<file path="config.mk">
export PLATFORM = sky130hd
export DESIGN_NAME = qrd_feed_scheduler
export DESIGN_NICKNAME = d
export VERILOG_FILES = /design/src/rtl/qrd_feed_scheduler.sv
export SDC_FILE = /design/constraint.sdc
export NUM_CORES = 1
export LEC_CHECK = 0
export ABC_AREA = 0
export BUFFER_PORTS_ARGS = -buffer_cell sky130_fd_sc_hd__buf_2
export CAP_MARGIN = 25
export CORE_AREA = 3 3 167 128
export DETAILED_ROUTE_END_ITERATION = 16
export DIE_AREA = 0 0 170 131
export SKIP_LAST_GASP = 1
export SYNTH_ARGS = -nofsm -noshare
export SYNTH_HDL_FRONTEND = slang
export SYNTH_SLANG_ARGS = --single-unit
</file>
<file path="constraint.sdc">
create_clock -name clk -period 5.3 [get_ports clk]
set_clock_uncertainty 0.15 [all_clocks]
set_input_delay 0.53 -clock clk [delete_from_list [all_inputs] [get_ports clk]]
set_output_delay 0.53 -clock clk [all_outputs]
set_load 0.01 [all_outputs]
</file>
<file path="src/rtl/qrd_feed_scheduler.sv">
// qrd_feed_scheduler: paced row launcher and in-flight tracker for the QRD-RLS array.
// Define QRD_SCHED_STATS_EN to add the stall_cnt statistics output.
module qrd_feed_scheduler #(
  parameter int N           = 4,
  parameter int DATA_LENGTH = 8,
  parameter int SKEW        = 22,
  parameter int II          = 2,
  parameter int LATENCY     = N * SKEW
) (
  input  logic                     clk,
  input  logic                     rst_n,
  input  logic                     start,
  input  logic                     abort,
  input  logic [15:0]              frame_len,
  input  logic                     in_valid,
  output logic                     in_ready,
  input  logic [N*DATA_LENGTH-1:0] in_row,
  output logic                     arr_launch,
  output logic [N*DATA_LENGTH-1:0] arr_row,
  output logic                     arr_init,
  output logic                     res_valid,
  output logic [15:0]              res_idx,
  output logic                     busy,
  output logic                     done
`ifdef QRD_SCHED_STATS_EN
  ,
  output logic [15:0]              stall_cnt
`endif
);

  localparam int W  = N * DATA_LENGTH;
  localparam int GW = (II > 1) ? $clog2(II) : 1;
  localparam logic [GW-1:0] GAP_MAX = GW'(II - 1);
  localparam logic [15:0]   NIDX    = 16'(N);

  localparam logic [1:0] S_IDLE  = 2'd0;
  localparam logic [1:0] S_RUN   = 2'd1;
  localparam logic [1:0] S_DRAIN = 2'd2;
  localparam logic [1:0] S_DONE  = 2'd3;

  logic [1:0]         state_q, state_d;
  logic [15:0]        len_q, len_d;
  logic [15:0]        launched_q, launched_d;
  logic [15:0]        res_idx_q, res_idx_d;
  logic [GW-1:0]      gap_q, gap_d;
  logic               launch_q, launch_d;
  logic               init_q, init_d;
  logic [W-1:0]       row_q, row_d;
  logic [LATENCY-1:0] trk_q, trk_d;
  logic               accept;
  logic [15:0]        res_next;

  // Ready depends only on registered state, never on in_valid.
  assign in_ready = (state_q == S_RUN) && (gap_q >= GAP_MAX)
                 && (launched_q < len_q);
  assign accept    = in_valid && in_ready;
  assign res_valid = trk_q[LATENCY-1];
  assign res_next  = res_idx_q + {15'd0, res_valid};

  always_comb begin
    state_d    = state_q;
    len_d      = len_q;
    launched_d = launched_q;
    res_idx_d  = res_next;
    gap_d      = gap_q;
    launch_d   = accept;
    init_d     = init_q;
    row_d      = row_q;
    trk_d      = {trk_q[LATENCY-2:0], launch_q};

    if (accept) begin
      launched_d = launched_q + 16'd1;
      gap_d      = '0;
      row_d      = in_row;
      init_d     = (launched_q < NIDX);
    end else if (gap_q < GAP_MAX) begin
      gap_d = gap_q + 1'b1;
    end

    unique case (state_q)
      S_IDLE: begin
        if (start) begin
          len_d      = frame_len;
          launched_d = '0;
          res_idx_d  = '0;
          gap_d      = GAP_MAX;
          state_d    = (frame_len == 16'd0) ? S_DONE : S_RUN;
        end
      end
      S_RUN: begin
        if (launched_d == len_q) state_d = S_DRAIN;
      end
      S_DRAIN: begin
        if (res_next == len_q) state_d = S_DONE;
      end
      S_DONE: state_d = S_IDLE;
      default: state_d = S_IDLE;
    endcase

    // Abort discards everything in flight, including a same-cycle start.
    if (abort) begin
      state_d    = S_IDLE;
      len_d      = '0;
      launched_d = '0;
      res_idx_d  = '0;
      gap_d      = '0;
      launch_d   = 1'b0;
      trk_d      = '0;
    end
  end

  always_ff @(posedge clk or negedge rst_n) begin
    if (!rst_n) begin
      state_q    <= S_IDLE;
      len_q      <= '0;
      launched_q <= '0;
      res_idx_q  <= '0;
      gap_q      <= '0;
      launch_q   <= 1'b0;
      init_q     <= 1'b0;
      row_q      <= '0;
      trk_q      <= '0;
    end else begin
      state_q    <= state_d;
      len_q      <= len_d;
      launched_q <= launched_d;
      res_idx_q  <= res_idx_d;
      gap_q      <= gap_d;
      launch_q   <= launch_d;
      init_q     <= init_d;
      row_q      <= row_d;
      trk_q      <= trk_d;
    end
  end

  assign arr_launch = launch_q;
  assign arr_row    = row_q;
  assign arr_init   = init_q;
  assign res_idx    = res_idx_q;
  assign busy       = (state_q != S_IDLE);
  assign done       = (state_q == S_DONE);

`ifdef QRD_SCHED_STATS_EN
  logic [15:0] stall_q, stall_d;

  always_comb begin
    stall_d = stall_q;
    if (in_ready && !in_valid && (stall_q != 16'hFFFF))
      stall_d = stall_q + 16'd1;
    if (abort || ((state_q == S_IDLE) && start && (frame_len != 16'd0)))
      stall_d = '0;
  end

  always_ff @(posedge clk or negedge rst_n) begin
    if (!rst_n) stall_q <= '0;
    else        stall_q <= stall_d;
  end

  assign stall_cnt = stall_q;
`endif

endmodule

</file>
* Word-level counts from Yosys, hierarchy flattened
Index checks and enable logic that the tools add are counted.
** Word-level totals
- Flip-flop bits (word level) :: 173
- Bits of input ports :: 53
- Output and inout bits :: 54
- Word-level logic and storage cells :: 57
** Operators by class
- $add $sub $neg :: 3
- $lt $le $gt $ge :: 4
- Eq/ne operators :: 8
- Mux-type cells :: 23
- Reduce and logical (&&, ||, !) cells :: 10
** Operator list (number)
- 2-to-1 mux 16 bit :: 10
- 2-to-1 mux 88 bit :: 1
- == test 16 bit :: 2
- adder 16 x 1 -> 16 bit :: 1
- adder 16 x 1 -> 16 bit, second input constant :: 1
- zero test 16 bit :: 1
- < comparator 16 bit :: 1
- < comparator 16 x 3 -> 1 bit, second input constant :: 1
- 2-to-1 mux 2 bit :: 5
- one-hot mux 2 bit (4 select lines) :: 1
- 2-to-1 mux 1 bit :: 6
- inequality test 3 bit, second input constant :: 2
- nonzero test 2 bit :: 3
- == test 2 bit, second input constant :: 2
- logical AND 1 bit :: 3
- inequality test 3 x 2 -> 1 bit, second input constant :: 1
- AND reduction 3 bit :: 1
- == test 2 x 1 -> 1 bit, second input constant :: 1
- zero test 2 bit :: 1
- AND reduction 2 bit :: 1
- adder 1 bit, second input constant :: 1
- >= comparator 1 bit, second input constant :: 1
- < comparator 1 bit, second input constant :: 1

* Longest topological paths before layout
Gate-level depths: netlist of the first run.
- Depth in word-level cells :: 9
- Gate-level depth with buffers :: 12
- Gate-level depth less buffers :: 11

* Worst setup path before layout of the first run
No wires, ideal clock.
- Kind :: reg-to-reg
- Start point :: reg len_q[11]
- End point :: reg row_q[17], in the netlist arr_row[17]
- Setup time :: 125 ps
- Arrival time :: 2717 ps
- Required time :: 5025 ps
- Setup slack :: 2308 ps
- Cell stages (with the launch flop) :: 11
- Period minus slack after synthesis :: 2992 ps
- Cells stage by stage :: dfrtp_1 > inv_1 > ha_1 > nand4_1 > a311oi_1 > a41oi_2 > and2_1 > nand2_1 > clkbuf_1 > clkbuf_1 > mux2_2
** On the way
- Word-level cells in the longest chain between the ends :: 3
** RTL lines
- from (decl) :: line 42 : logic [15:0] len_q, len_d;
- from (signal assigned) :: line 125 : len_q <= len_d;
- < comparator 16 bit :: line 55 : && (launched_q < len_q);
- logical AND 1 bit :: line 55
- via in_ready :: line 16 : output logic in_ready,
- logical AND 1 bit :: line 56 : assign accept = in_valid && in_ready;
- to (signal assigned) :: line 131 : row_q <= row_d;
- to (decl) :: line 48 : logic [W-1:0] row_q, row_d;
The timed path passes the listed nets, and every way through them passes these cells.
A chain may end at the register's enable or synchronous reset.

* Worst setup path in the final report of the first run
- Start point :: reg len_q[1]
- End point :: reg state_q[0]
** On the way
- Word-level cells in the longest chain between the ends :: 7
- Elaborated cells on any way between the ends :: 9
- Those cells by class :: 1 x order compare; 4 x eq/ne; 1 x mux; 3 x reduce/logical
** RTL lines
- < comparator 16 bit :: line 55
- logical AND 1 bit :: line 55
- logical AND 1 bit :: line 56
- 2-to-1 mux 16 bit :: line 71 : if (accept) begin
- == test 16 bit :: line 91 : if (launched_d == len_q) state_d = S_DRAIN;
- inequality test 3 x 2 -> 1 bit (no line)
- AND reduction 3 bit (no line) (*)
- to (signal assigned) :: line 124 : state_q <= state_d;
- to (decl) :: line 41 : logic [1:0] state_q, state_d;
Mark *: on every way between the ends. The rest lies on a longest branch, timed or not.

==> results of run 1 <==
flip-flops by register name, indices dropped and copies added (netlist names):
| name | count |
|---|---|
| arr_launch | 1 |
| gap_q | 1 |
| state_q | 2 |
| trk_q | 88 |
| arr_init | 1 |
| res_idx | 16 |
| launched_q | 16 |
| len_q | 16 |
| arr_row | 32 |
report_power, final:
group | internal (µW) | switching [µW]
clock | 675 | 589
combinational | 379 | 509
sequential | 1480 | 99.6
total | 2530 | 1200
layout make-up:
cell class,instances,area [µm²],area share [%]
Clock buffer,17,425,4.59
Timing Repair Buffer,111,591,6.37
Tap cell,258,323,3.48
Multi-Input combinational cell,476,3340,36.0
Clock inverter,15,174,1.88
Sequential cell,173,4330,46.7
Inverter,25,93.8,1.01
cell families (layout without fill, tap and decap cells):
group / count (synthesis) / count (layout) / synth area share (%)
buffers and inverters: 58 / 168 / 2.96
adders and majority gates: 22 / 22 / 3.49
DFF: 173 / 173 / 54.8
and+or+nand+nor: 287 / 287 / 20.1
AOI/OAI and AO/OA: 73 / 73 / 6.29
muxes: 38 / 38 / 5.34
xor gates and xnor gates: 56 / 56 / 7.00
what timing repair did:
item | in CTS | in global routing
buffers inserted | 0 | 0
endpoints found under the setup margin | 0 | 0
hold endpoints to repair | 15 | 0
hold buffers | 1 | 0
cells in the final DEF (no fill, tap or decap), types with 4 or more instances in the layout:
cell type                   synthesis  final
sky130_fd_sc_hd__nand2b_1           5      5
sky130_fd_sc_hd__xnor2_1           28     28
sky130_fd_sc_hd__buf_2              3    106
sky130_fd_sc_hd__ha_1              22     22
sky130_fd_sc_hd__xor2_1            23     23
sky130_fd_sc_hd__mux2i_1            5      5
sky130_fd_sc_hd__and3_1             6      6
sky130_fd_sc_hd__o21ai_0           23     23
sky130_fd_sc_hd__a211oi_1           6      6
sky130_fd_sc_hd__nand4_1           22     22
sky130_fd_sc_hd__or3_1              4      4
sky130_fd_sc_hd__a21oi_1           11     11
sky130_fd_sc_hd__nor3_1             7      7
sky130_fd_sc_hd__nor2_1            47     47
sky130_fd_sc_hd__nand2_1           44     42
sky130_fd_sc_hd__inv_8              0      5
sky130_fd_sc_hd__mux2_2            33     33
sky130_fd_sc_hd__nor2b_1           95     95
sky130_fd_sc_hd__xnor3_1            4      4
sky130_fd_sc_hd__nand3_1           16     16
sky130_fd_sc_hd__and2_1             9      9
sky130_fd_sc_hd__and4_1             4      4
sky130_fd_sc_hd__clkbuf_16          0     17
sky130_fd_sc_hd__inv_1             25     25
sky130_fd_sc_hd__dfrtp_1          173    173
sky130_fd_sc_hd__nor4_1            18     18
worst max-delay path by stage:
| stage | cells past startpoint | from | slack [ns] | to |
|---|---|---|---|---|
| finish | 10 | len_q[1]$_DFFE_PN0P_ | 1.54 | state_q[0]$_DFFE_PN0P_ |
| global route | 10 | len_q[1]$_DFFE_PN0P_ | 1.29 | state_q[1]$_DFFE_PN0P_ |
| CTS | 10 | len_q[1]$_DFFE_PN0P_ | 1.60 | state_q[1]$_DFFE_PN0P_ |
| detailed placement | 10 | len_q[2]$_DFFE_PN0P_ | 1.62 | state_q[1]$_DFFE_PN0P_ |
| global placement | 10 | len_q[2]$_DFFE_PN0P_ | 1.54 | state_q[1]$_DFFE_PN0P_ |
| floorplan | 10 | len_q[11]$_DFFE_PN0P_ | 2.31 | arr_row[17]$_DFFE_PN0N_ |
routing by layer:
| layer | part of all wire [%] | global-route usage (%) | vias to the layer above |
|---|---|---|---|
| met4 | 1.5 | 4.63 | 0 |
| met1 | 50 | 25.7 | 2730 |
| met3 | 6.4 | 4.63 | 27 |
| met5 | 0 | 0 | - |
| li1 | - | - | 2617 |
| met2 | 42 | 23.0 | 161 |
worst reg2reg max path, delay by kind of cell (launching register included):
| family | cells | cell delay [ns] |
|---|---|---|
| AO/OA/AOI/OAI | 3 | 1.24 |
| AND/OR/NAND/NOR | 4 | 1.15 |
| adder cells (fa/ha/maj) | 1 | 0.30 |
| flip-flops | 1 | 0.47 |
| multiplexers | 1 | 0.22 |
| buffers and inverters | 1 | 0.10 |
stage by stage:
step	std cells	total power [µW]
final	1075	3730
after global routing	1075	3950
after CTS	1075	3780
after detailed placement	1042	2490
after global placement	1040	2480
after floorplan	707	2150
==> impl_results.rst, run 1 <==
.. list-table::
   :header-rows: 1

   * - Metric
     - Value
   * - Result of the run
     - completed
   * - Warnings from Yosys
     - 0
   * - Worst Setup Slack post-DPL
     - 1.62 ns
   * - Leakage power total
     - 0.00437 µW
   * - Mean area per synthesized cell
     - 11.2 µm²
   * - Worst Hold Depth
     - 2
   * - Worst slew margin
     - 35.3%
   * - Routability cong.
     - 0.949
   * - Number of flops mapped to enable cells by yosys
     - 0
   * - Actual transition at the worst max-transition pin
     - 0.970 ns
   * - Count of antenna-violating nets left after detailed routing
     - 0
   * - Rows
     - 45
   * - Cell Pwr Density
     - 402 nW/µm²
   * - Initial DRT Pass Iterations
     - 6
   * - First-iteration detailed-routing DRC count
     - 524
   * - Total clock sinks
     - 173
   * - Insertion delay to the later sink of the worst-skew pair
     - 0.43 ns
   * - Slowest cell on crit path
     - sky130_fd_sc_hd__a41oi_2
   * - Leading post-synthesis cells by cell area
     - sky130_fd_sc_hd__dfrtp_1 (55%), sky130_fd_sc_hd__nor2b_1 (7.5%), sky130_fd_sc_hd__mux2_2 (4.7%), sky130_fd_sc_hd__ha_1 (3.5%), sky130_fd_sc_hd__xnor2_1 (3.1%)
   * - Clock buffer count from CTS
     - 17
   * - Final design utilization
     - 46.3%
   * - Die Y-Extent
     - 131 µm
   * - Data arrival at the endpoint of the critical path
     - 3.92 ns
   * - Average detailed-routed wire length per instance
     - 16.8 µm
   * - Post-CTS resize count
     - 0
   * - Top post-synthesis cells by count
     - sky130_fd_sc_hd__dfrtp_1 (173), sky130_fd_sc_hd__nor2b_1 (95), sky130_fd_sc_hd__nor2_1 (47)
   * - Share of the synthesized area in the top cell type
     - 54.8%
   * - Worst Path Buf+Inv
     - 1
   * - Global-route wire length before repair
     - 29.2 mm
   * - Final std cell area, no fill
     - 9280 µm²
   * - Netlist cell types
     - 58
   * - Via Count
     - 5535
   * - Initial Utilization
     - 39.4%
   * - Full die area
     - 22300 µm²
   * - Filler cell count
     - 1883
   * - Top fanout value on the critical path
     - 16
   * - Total routed wirelength
     - 18.1 mm
   * - Total Negative Setup Slacks
     - 0 ns
   * - Setup repair after global routing missed its margin
     - no
   * - Post-route DRC violation count
     - 0
   * - Sequential fraction of the synthesis area
     - 54.8%
   * - Final cycle utilization of the critical path
     - 70.9%
   * - Type of element capturing the critical path
     - flop
   * - Critical Path, Cell by Cell
     - inv_1, ha_1, a2111o_1, a41oi_2, nand4_1, nand3_1, o2111ai_1, nor4_4, mux2i_1, nand4_1
   * - Total global-route track usage
     - 16.7%
   * - Std-Cell Core Area
     - 20000 µm²
   * - H-Tree Level Count
     - 4
   * - Most used flip-flop cell after synthesis
     - sky130_fd_sc_hd__dfrtp_1
   * - Floorplan die width
     - 170 µm
   * - Number of top-level design ports
     - 107
   * - Detailed Place HPWL
     - 12.4 mm
   * - Start-to-end type of the worst setup path
     - reg2reg
   * - Shortest clock period the worst path allows after layout
     - 3.76 ns
   * - Max VDD drop
     - 0.215 mV
   * - Synth Instances
     - 707
   * - Clock tree from TritonCTS
     - done
   * - Post-synthesis cell type with the largest combined area
     - sky130_fd_sc_hd__dfrtp_1
   * - Count of input and output buffers
     - 106
   * - Clk buf depth
     - 2
   * - Most frequent cell after synthesis
     - sky130_fd_sc_hd__dfrtp_1
   * - Cell Area, Placed
     - 8670 µm²
   * - Cell family with most CP delay
     - compound AO/OA/AOI/OAI gates
   * - Final net count
     - 879
   * - Critical path's most frequent cell
     - sky130_fd_sc_hd__nand4_1
   * - Number of antenna violations at the first check in global routing
     - 0
   * - Library cell used as clock root buffer
     - sky130_fd_sc_hd__clkbuf_16
   * - Overall overflow remaining after global route
     - 0
   * - Startpoint of the lowest-slack hold path
     - in_row[20]
   * - Yosys reg bits
     - 173
   * - Crit Reg-Reg Endpoint
     - state_q[0]$_DFFE_PN0P_
   * - Flop-to-flop setup slack
     - 1.54 ns
   * - Count of inserted antenna diode cells
     - 0
   * - Fraction of layout instances using a drive strength above 1
     - 22.5%
   * - Via count of the first global-routing pass
     - 5307
   * - Cells on worst reg2reg path
     - 10
   * - Crit path largest cell delay
     - 0.65 ns
   * - Worst min-delay path category
     - in2reg
   * - Area growth, synth to finish
     - 17.4%
   * - Terminating pin of the worst hold path
     - arr_row[20]$_DFFE_PN0N_
   * - Setup slack of the critical path after layout
     - 1.54 ns
   * - Setup crit start kind
     - flop
   * - Hold violation total from the final report
     - 0
   * - Synth Cell Area
     - 7900 µm²
   * - Final worst hold slack
     - 0.171 ns
   * - Net Count, Synth
     - 782
   * - Highest clock rate
     - 266 MHz
   * - Final-report max-slew violation count
     - 0
   * - Pin count of the biggest net entering global routing
     - 100
   * - Final setup viols
     - 0
   * - Synth async-reset ratio
     - 100%
   * - Data required time of the worst path
     - 5.46 ns
   * - Ratio of routed vias to standard cells
     - 5.15
   * - Clock input transition at the sequential cells of the worst setup and hold paths
     - 0.07 ns
   * - Maximum capacitance violations
     - 0
   * - Startpoint of the worst register-to-register path
     - len_q[1]$_DFFE_PN0P_
Power figures use the tool's default switching activity.
==> run 2, diff against run 1 <==
==> constraint.sdc (replaced) <==
create_clock -name clk -period 3.6 [get_ports clk]
set_clock_uncertainty 0.15 [all_clocks]
set_input_delay 0.36 -clock clk [delete_from_list [all_inputs] [get_ports clk]]
set_output_delay 0.36 -clock clk [all_outputs]
set_load 0.01 [all_outputs]
==> run 2 against run 1 <==
Die area stayed put. Combinational power rose by 66%. Critical path depth did not move.
==> impl_results.rst, run 2 (synthesis gave the netlist of run 1 again) <==
.. list-table::
   :header-rows: 1

   * - Metric
     - Value
   * - Hold violation total from the final report
     - 0 (unchanged)
   * - Global-route wire length before repair
     - 31.5 mm (was 29.2 mm)
   * - Rows
     - 45 (unchanged)
   * - Via Count
     - 5836 (was 5535)
   * - Worst min-delay path category
     - in2reg (unchanged)
   * - Biggest register
     - trk_q (unchanged)
   * - Average detailed-routed wire length per instance
     - 17.2 µm (was 16.8 µm)
   * - Floorplan die width
     - 170 µm (unchanged)
   * - Maximum capacitance violations
     - 0 (unchanged)
   * - Most frequent cells in the layout
     - sky130_fd_sc_hd__dfrtp_1 (173), sky130_fd_sc_hd__buf_2 (105), sky130_fd_sc_hd__nor2b_1 (95) (was sky130_fd_sc_hd__dfrtp_1 (173), sky130_fd_sc_hd__buf_2 (106), sky130_fd_sc_hd__nor2b_1 (95))
   * - Number of top-level design ports
     - 107 (unchanged)
   * - Crit Reg-Reg Endpoint
     - state_q[1]$_DFFE_PN0P_ (was state_q[0]$_DFFE_PN0P_)
   * - Clk buf depth
     - 2 (unchanged)
   * - Final cycle utilization of the critical path
     - 93.7% (was 70.9%)
   * - Area growth, synth to finish
     - 27.1% (was 17.4%)
   * - Count of inserted antenna diode cells
     - 0 (unchanged)
   * - H-Tree Level Count
     - 4 (unchanged)
   * - Fraction of layout instances using a drive strength above 1
     - 25.1% (was 22.5%)
   * - Flop-to-flop setup slack
     - 0.23 ns (was 1.54 ns)
   * - Library cell used as clock root buffer
     - sky130_fd_sc_hd__clkbuf_16 (unchanged)
   * - Die Y-Extent
     - 131 µm (unchanged)
   * - Leakage power total
     - 0.00477 µW (was 0.00437 µW)
   * - Power, Total
     - 5690 µW (was 3730 µW)
   * - Total global-route track usage
     - 18.3% (was 16.7%)
   * - Worst slew margin
     - 41.4% (was 35.3%)
   * - Count of antenna-violating nets left after detailed routing
     - 0 (unchanged)
   * - Final setup viols
     - 0 (unchanged)
   * - Most common cell after layout, fill and taps aside
     - sky130_fd_sc_hd__dfrtp_1 (unchanged)
   * - Terminating pin of the worst hold path
     - len_q[3]$_DFFE_PN0P_ (was arr_row[20]$_DFFE_PN0N_)
   * - Type of element capturing the critical path
     - flop (unchanged)
   * - Cells on worst reg2reg path
     - 10 (unchanged)
   * - Pin count of the biggest net entering global routing
     - 83 (was 100)
   * - Via count of the first global-routing pass
     - 5684 (was 5307)
   * - Startpoint of the lowest-slack hold path
     - frame_len[3] (was in_row[20])
   * - Detailed Place HPWL
     - 13.8 mm (was 12.4 mm)
   * - Number of buffers added for setup after CTS
     - 0 (unchanged)
   * - Startpoint of the worst register-to-register path
     - len_q[1]$_DFFE_PN0P_ (unchanged)
   * - Start-to-end type of the worst setup path
     - reg2reg (unchanged)
   * - Clock tree from TritonCTS
     - done (unchanged)
   * - Clock input transition at the sequential cells of the worst setup and hold paths
     - 0.07 ns (about the same)
   * - Post-route DRC violation count
     - 0 (unchanged)
   * - Initial DRT Pass Iterations
     - 5 (was 6)
   * - Data arrival at the endpoint of the critical path
     - 3.53 ns (was 3.92 ns)
   * - Setup crit start kind
     - flop (unchanged)
   * - Total clock sinks
     - 173 (unchanged)
   * - Top fanout value on the critical path
     - 10 (was 16)
   * - Largest register FFs
     - 88 (unchanged)
   * - Cell Pwr Density
     - 567 nW/µm² (was 402 nW/µm²)
   * - Data required time of the worst path
     - 3.76 ns (was 5.46 ns)
   * - Initial Utilization
     - 39.4% (unchanged)
   * - Setup repair after global routing missed its margin
     - no (unchanged)
   * - Final-report max-slew violation count
     - 0 (unchanged)
   * - Placed Cells incl. Taps
     - 1084 (was 1042)
   * - Actual transition at the worst max-transition pin
     - 0.871 ns (was 0.970 ns)
   * - Number of antenna violations at the first check in global routing
     - 0 (unchanged)
   * - Total Negative Setup Slacks
     - 0 ns (unchanged)
   * - Max VDD drop
     - 0.317 mV (was 0.215 mV)
   * - Layout Cells excl Fill
     - 1157 (was 1075)
   * - Final worst hold slack
     - 0.0245 ns (was 0.171 ns)
   * - Full die area
     - 22300 µm² (unchanged)
   * - Std-Cell Core Area
     - 20000 µm² (unchanged)
   * - Overall overflow remaining after global route
     - 0 (unchanged)
   * - First-iteration detailed-routing DRC count
     - 631 (was 524)
   * - Worst Hold Depth
     - 3 (was 2)
   * - Routability cong.
     - 1.02 (was 0.949)
   * - Ratio of routed vias to standard cells
     - 5.04 (was 5.15)
   * - Highest clock rate
     - 297 MHz (was 266 MHz)
   * - Final net count
     - 961 (was 879)
   * - Total routed wirelength
     - 19.9 mm (was 18.1 mm)
   * - Clock buffer count from CTS
     - 17 (unchanged)
   * - Insertion delay to the later sink of the worst-skew pair
     - 0.44 ns (was 0.43 ns)
   * - Result of the run
     - completed (unchanged)
   * - Shortest clock period the worst path allows after layout
     - 3.37 ns (was 3.76 ns)
   * - Count of input and output buffers
     - 106 (unchanged)
-- run 2: timing repair --
item	in CTS	in global routing
gates resized for setup	0	2
hold buffers	40	1
endpoints found under the hold margin	118	1
setup endpoints to repair	0	2
-- run 2: area by class of cell --
type                            instances  area (µm²)
Fill cell                            1827       10000
Sequential cell                       173        4330
Inverter                               25        93.8
Tap cell                              258         323
Clock inverter                         15         194
Clock buffer                           17         425
Multi-Input combinational cell        476        3350
Timing Repair Buffer                  193        1320
-- run 2: power breakdown --
part / internal [µW] / switching (µW)
combinational: 658 / 809
sequential: 2180 / 143
clock: 1010 / 895
-- run 2: routing by layer --
metal	routed length, µm	vias up	GRT usage (%)
li1	-	2781	-
met1	9790	2841	27.3
met2	8500	192	25.4
met3	1210	22	4.84
met4	398	0	6.91
met5	0	-	0
-- run 2: how the worst max path moves through the flow --
stage / slack (ns) / startpoint / endpoint / cells after the start
after floorplan: 0.61 / len_q[11]$_DFFE_PN0P_ / arr_row[17]$_DFFE_PN0N_ / 10
after global placement: 0.21 / len_q[1]$_DFFE_PN0P_ / state_q[1]$_DFFE_PN0P_ / 10
after detailed placement: 0.17 / len_q[1]$_DFFE_PN0P_ / state_q[0]$_DFFE_PN0P_ / 10
after CTS: 0.16 / len_q[1]$_DFFE_PN0P_ / state_q[0]$_DFFE_PN0P_ / 10
after global routing: 0.04 / len_q[1]$_DFFE_PN0P_ / state_q[1]$_DFFE_PN0P_ / 10
final: 0.23 / len_q[1]$_DFFE_PN0P_ / state_q[1]$_DFFE_PN0P_ / 10
-- run 2: metrics by stage --
stage / util [%] / cell area (µm²) / worst slack, ns
6_report: 50.1 / 10000 / 0.228
5_1_grt: 50.1 / 10000 / 0.0375
4_1_cts: 49.9 / 10000 / 0.163
3_5_place_dp: 44.9 / 8990 / 0.170
3_3_place_gp: 44.9 / 8990 / 0.211
2_1_floorplan: - / 7900 / 0.608
-- run 2: critical path, cell delays in order, from the launching register on --
cell                       delay (ns)
sky130_fd_sc_hd__dfrtp_1         0.45
sky130_fd_sc_hd__inv_1           0.08
sky130_fd_sc_hd__ha_1            0.30
sky130_fd_sc_hd__a2111o_1        0.46
sky130_fd_sc_hd__a41o_1          0.41
sky130_fd_sc_hd__nor4_4          0.37
sky130_fd_sc_hd__xor2_2          0.19
sky130_fd_sc_hd__o221ai_2        0.14
sky130_fd_sc_hd__nor4_4          0.38
sky130_fd_sc_hd__mux2i_1         0.23
sky130_fd_sc_hd__nand4_1         0.09
